<file path="config.mk">
export PLATFORM = sky130hd
export DESIGN_NAME = pm_grpseq
export DESIGN_NICKNAME = d
export VERILOG_FILES = /design/src/rtl/pm_grpseq.sv
export SDC_FILE = /design/constraint.sdc
export NUM_CORES = 1
export LEC_CHECK = 0
export CAP_MARGIN = 30
export CORE_MARGIN = 10
export CORE_UTILIZATION = 35
export CTS_CLUSTER_DIAMETER = 100
export DETAILED_ROUTE_END_ITERATION = 12
export GPL_TIMING_DRIVEN = 0
export SYNTH_ARGS = -nofsm -noshare
export SYNTH_HDL_FRONTEND = slang
export SYNTH_SLANG_ARGS = --single-unit
</file>
<file path="constraint.sdc">
create_clock -name clk -period 2.89 [get_ports clk]
set_input_delay 0.7225 -clock clk [delete_from_list [all_inputs] [get_ports clk]]
set_output_delay 0.7225 -clock clk [all_outputs]
set_load 0.005 [all_outputs]
</file>
<file path="src/rtl/pm_grpseq.sv">
// Group/step sequencer for the P-M control path: step counting, multi-register
// group transfer with mem_req/mem_ack handshake, and I/O wait with step timeout.
module pm_grpseq #(
    parameter int LK_W = 4,
    parameter int LG_W = 3
) (
    input  logic            clk,
    input  logic            clm,
    input  logic            start,
    input  logic [1:0]      mode,
    input  logic [LG_W-1:0] first,
    input  logic [LG_W-1:0] count,
    input  logic [LK_W-1:0] lk_init,
    input  logic            strob,
    input  logic            mem_ack,
    input  logic            abort,
    output logic            mem_req,
    output logic [LG_W-1:0] lg,
    output logic [LK_W-1:0] lk,
    output logic            lk_nz,
    output logic            busy,
    output logic            done,
    output logic            timeout
);

    typedef enum logic [2:0] {
        S_IDLE,
        S_STEP,
        S_GRP,
        S_IOW,
        S_DONE
    } state_t;

    localparam logic [LK_W-1:0] LK_ZERO = '0;
    localparam logic [LK_W-1:0] LK_ONE  = LK_W'(1);
    localparam logic [LG_W-1:0] LG_ZERO = '0;
    localparam logic [LG_W-1:0] LG_ONE  = LG_W'(1);

    state_t          state_reg;
    state_t          state_next;
    logic [LK_W-1:0] lk_reg;
    logic [LG_W-1:0] lg_reg;
    logic [LG_W-1:0] rem_reg;
    logic            timeout_reg;
    logic            mem_req_reg;
    logic            busy_reg;
    logic            done_reg;

    logic            last_strob;

    // The strobe that would take lk from 1 to 0 ends STEP and times out IOW.
    assign last_strob = strob && (lk_reg == LK_ONE);

    always_comb begin
        state_next = state_reg;
        case (state_reg)
            S_IDLE: begin
                if (start) begin
                    case (mode)
                        2'b00:   state_next = (lk_init == LK_ZERO) ? S_DONE : S_STEP;
                        2'b01:   state_next = S_GRP;
                        2'b10:   state_next = S_IOW;
                        default: state_next = S_DONE;
                    endcase
                end
            end
            S_STEP: begin
                if (abort)
                    state_next = S_IDLE;
                else if (last_strob)
                    state_next = S_DONE;
            end
            S_GRP: begin
                if (abort)
                    state_next = S_IDLE;
                else if (mem_ack && (rem_reg == LG_ZERO))
                    state_next = S_DONE;
            end
            S_IOW: begin
                if (abort)
                    state_next = S_IDLE;
                else if (mem_ack || last_strob)
                    state_next = S_DONE;
            end
            S_DONE:  state_next = S_IDLE;
            default: state_next = S_IDLE;
        endcase
    end

    // Status outputs are registered from the next state so they align with it.
    always_ff @(posedge clk or posedge clm) begin
        if (clm) begin
            state_reg   <= S_IDLE;
            lk_reg      <= LK_ZERO;
            lg_reg      <= LG_ZERO;
            rem_reg     <= LG_ZERO;
            timeout_reg <= 1'b0;
            mem_req_reg <= 1'b0;
            busy_reg    <= 1'b0;
            done_reg    <= 1'b0;
        end else begin
            state_reg   <= state_next;
            busy_reg    <= (state_next != S_IDLE);
            mem_req_reg <= (state_next == S_GRP) || (state_next == S_IOW);
            done_reg    <= (state_next == S_DONE);
            case (state_reg)
                S_IDLE: begin
                    if (start) begin
                        timeout_reg <= 1'b0;
                        if ((mode == 2'b00) || (mode == 2'b10))
                            lk_reg <= lk_init;
                        if (mode == 2'b01) begin
                            lg_reg  <= first;
                            rem_reg <= count;
                        end
                    end
                end
                S_STEP: begin
                    if (!abort && strob && (lk_reg != LK_ZERO))
                        lk_reg <= lk_reg - LK_ONE;
                end
                S_GRP: begin
                    if (!abort && mem_ack && (rem_reg != LG_ZERO)) begin
                        lg_reg  <= lg_reg + LG_ONE;
                        rem_reg <= rem_reg - LG_ONE;
                    end
                end
                S_IOW: begin
                    if (!abort) begin
                        if (strob && (lk_reg != LK_ZERO))
                            lk_reg <= lk_reg - LK_ONE;
                        // An ack in the same cycle as the final strobe still wins.
                        if (mem_ack)
                            timeout_reg <= 1'b0;
                        else if (last_strob)
                            timeout_reg <= 1'b1;
                    end
                end
                default: ;
            endcase
        end
    end

    assign mem_req = mem_req_reg;
    assign busy    = busy_reg;
    assign done    = done_reg;
    assign timeout = timeout_reg;
    assign lk      = lk_reg;
    assign lg      = lg_reg;
    assign lk_nz   = (lk_reg != LK_ZERO);

endmodule
</file>
==> impl_metrics.csv, run 1 <==
group,metric,value,unit
outcome,status,"completed",
placement,io_buffers,29,
sta,hold_viol,0,
floorplanning,placementRows,20,
clock_network,cts_tree,"built",
logic_synthesis,synth_cell_types,39,
logic_synthesis,synth.ff_latch_count,17,
floorplanning,coreArea,3050,um^2
floorplanning,ioPinCount,30,
logic_synthesis,ys.warnings.count,0,
sta,setup_violations,0,
critical_path,max_stage_delay,0.48,ns
critical_path,start_kind,"register",
sta,min_period_over_period,89.5,%
logic_synthesis,seq_area_frac_synth,38.4,%
cells_and_area,final_common_cell,"clkdlybuf4s50_1",
sta,worst-slew-pin-transition,0.614,ns
cells_and_area,nNetsFinal,176,
sta,maxSlewViolCount,0,
floorplanning,die_w,76.2,um
critical_path,cpLargestDelayFamily,"buffers and inverters",
worst_hold_path,hold_start,"timeout$_DFFE_PP0P_",
floorplanning,start_util,36.3,%
grt,grt_first_pass_wirelength,4500,um
placement,gp_congestion,0.764,
critical_path,worstSetupEndpointType,"output port",
sta,fin_setup_tns,0,ns
drt,wl,2660,um
flow_run,maxCapViolCount,0,
clock_network,cts-buffers-inserted,3,
drt,antenna_left,0,
critical_path,r2r_start,"state_reg[2]$_DFF_PP0_",
clock_network,cts-hold-fix-buffers,0,
clock_network,clock_path_buffers,2,
drt,avgRoutedWirePerCell,13.9,um
critical_path,worstPathCellList,"inv_1, ha_1, or3b_1, clkdlybuf4s50_1",
logic_synthesis,synthCells,115,
pwr,power.density,710,nW/um^2
cells_and_area,ff_latch_area,425,um^2
logic_synthesis,syn_area,1110,um^2
logic_synthesis,synth.avg_cell_area,9.63,um^2
drt,drt_iter0_markers,45,
clock_network,clkTransAtPathRegs,0.10,ns
pwr,power.leakage,0.615,nW
grt,grt_use_total,9.34,%
worst_hold_path,hp-class,"reg -> reg",
cells_and_area,insertedDiodeCount,0,
clock_network,cts_max_level,1,
sta,rsz0062_at_grt,"no",
cells_and_area,drive_above_1_share,7.43,%
drt,drc,0,
sta,fmax,387,MHz
placement,place_hpwl,2130,um
cells_and_area,layout_common_cells,"clkdlybuf4s50_1, dfrtp_1, inv_1, ha_1, a21oi_1",
clock_network,post-cts-setup-buffer-count,0,
logic_synthesis,synth_nets,142,
cells_and_area,largest_reg_flops,4,
clock_network,root_buffer,"clkbuf_4",
cells_and_area,final_cell_count_no_fill,192,
grt,grt.overflow.total,0,
critical_path,cp_max_fo,4,
sta,slew_headroom,59.0,%
sta,fin_crit,2.59,ns
floorplanning,die-area,5810,um^2
drt,dr_total_vias,964,
critical_path,cp_data_arrival_time,1.86,ns
critical_path,cp.required,2.17,ns
sta,finalClockSkew,0.000681,ns
critical_path,worst-path-buf-inv,2,
critical_path,critPathKind,"reg -> out",
grt,grt_max_degree,18,
pwr,ir_worst_vdd,0.367,mV
floorplanning,die_h,76.2,um
clock_network,cts_resized,0,
grt,antenna_found_initial,0,
drt,via_per_inst,5.02,
cells_and_area,final_core_util,48.4,%
sta,fin_hold_ws,0.534,ns
critical_path,crit_path_top_delay_cell,"clkdlybuf4s50_1",
critical_path,crit_start,"lk[0]$_DFFE_PP0P_",
clock_network,clock_latency,0.28,ns
placement,dp_cells,188,
clock_network,cts_sinks,17,
cells_and_area,multi_input_area,631,um^2
drt,first_pass_iters,4,
cells_and_area,fillerInstances,304,
grt,grt_pass1_vias,956,
cells_and_area,syn_to_final_growth,33.6,%
==> per-layer routing <==
metal	up-vias	routed length [um]	GRT usage [%]
met5	-	0	0
met4	0	36	4.46
met3	2	128	3.66
met2	15	1290	15.0
met1	457	1200	10.6
li1	490	-	-
==> path summary, 6_finish.rpt <==
kind / to / slack [ns] / depth (start not counted)
max: lk_nz / 0.30 / 4
min: timeout$_DFFE_PP0P_ / 0.53 / 2
max reg2reg: lg[0]$_DFFE_PP0P_ / 1.03 / 4
min reg2reg: timeout$_DFFE_PP0P_ / 0.53 / 2
max in group asynchronous: busy$_DFF_PP0_ / 1.70 / 2
min in group asynchronous: lg[1]$_DFFE_PP0P_ / 0.80 / 2
==> final cells by class <==
type                            instances  share of cell area, %
Multi-Input combinational cell         86                   42.6
Sequential cell                        17                   28.8
Inverter                                9                   2.28
Tap cell                               44                   3.72
Timing Repair Buffer                   29                   19.6
Clock buffer                            4                   1.78
Buffer                                  3                   1.18
==> metrics by stage <==
| step | total power, W | worst slack [ns] | cell area (um^2) |
|---|---|---|---|
| global route | 0.00115 | 0.192 | 1480 |
| global placement | 0.000921 | 0.407 | 1450 |
| finish | 0.00105 | 0.304 | 1480 |
| CTS | 0.00107 | 0.287 | 1480 |
| floorplan | 0.000695 | 1.04 | 1110 |
| detailed placement | 0.000936 | 0.384 | 1450 |
==> power by group <==
group	total [W]	internal [W]	switching, W
clock network	0.000126	0.0000536	0.0000722
registers	0.000415	0.000327	0.0000875
logic	0.000509	0.000282	0.000227
total	0.00105	0.000663	0.000387
==> synth_stat cells, drive strengths merged <==
cell / instances / area [um^2]
nand4: 1 / 6.26
ha: 9 / 113
dfrtp: 17 / 425
nand4b: 1 / 8.76
a21o: 1 / 7.51
or3b: 2 / 17.5
or4b: 1 / 13.8
a32oi: 1 / 8.76
o311ai: 1 / 16.3
nor3: 2 / 10.0
a32o: 1 / 10.0
mux2i: 2 / 20.0
a2111oi: 1 / 10.0
nand2b: 5 / 31.3
inv: 9 / 33.8
or3: 2 / 12.5
a21oi: 8 / 40.0
a211oi: 1 / 7.51
a22oi: 1 / 7.51
buf: 3 / 17.5
and4bb: 1 / 12.5
o211ai: 1 / 7.51
nor3b: 6 / 45.0
a22o: 2 / 17.5
nor2b: 3 / 18.8
o2bb2ai: 1 / 8.76
o22ai: 3 / 32.5
a211o: 1 / 8.76
nor4: 1 / 6.26
nor4b: 1 / 15.0
nand3: 1 / 5.00
nand2: 8 / 32.5
o21ai: 9 / 45.0
nor2: 7 / 26.3
a31o: 1 / 8.76
==> cells by family (layout without fill, tap and decap cells) <==
kind of cell,count (synthesis),after routing,share of synthesized area (%)
AO/OA/AOI/OAI,33,33,21.4
buffers and inverters,12,45,4.63
adder cells (fa/ha/maj),9,9,10.2
multiplexers,2,2,1.81
AND/OR/NAND/NOR,42,42,23.6
flip-flops,17,17,38.4
==> tightest hold or removal path, delay by kind of cell, from the launching register on <==
| family | cells | cell delay (ns) |
|---|---|---|
| mux | 1 | 0.05 |
| simple gates | 1 | 0.06 |
| flops | 1 | 0.39 |
No activity file was read; power rests on OpenSTA's default activity.
==> run 2, diff against run 1 <==
CTS_CLUSTER_SIZE = 10   (was default)
==> results of run 2 <==
Same layout as run 1: the final DEF is identical, and so are final timing and power.
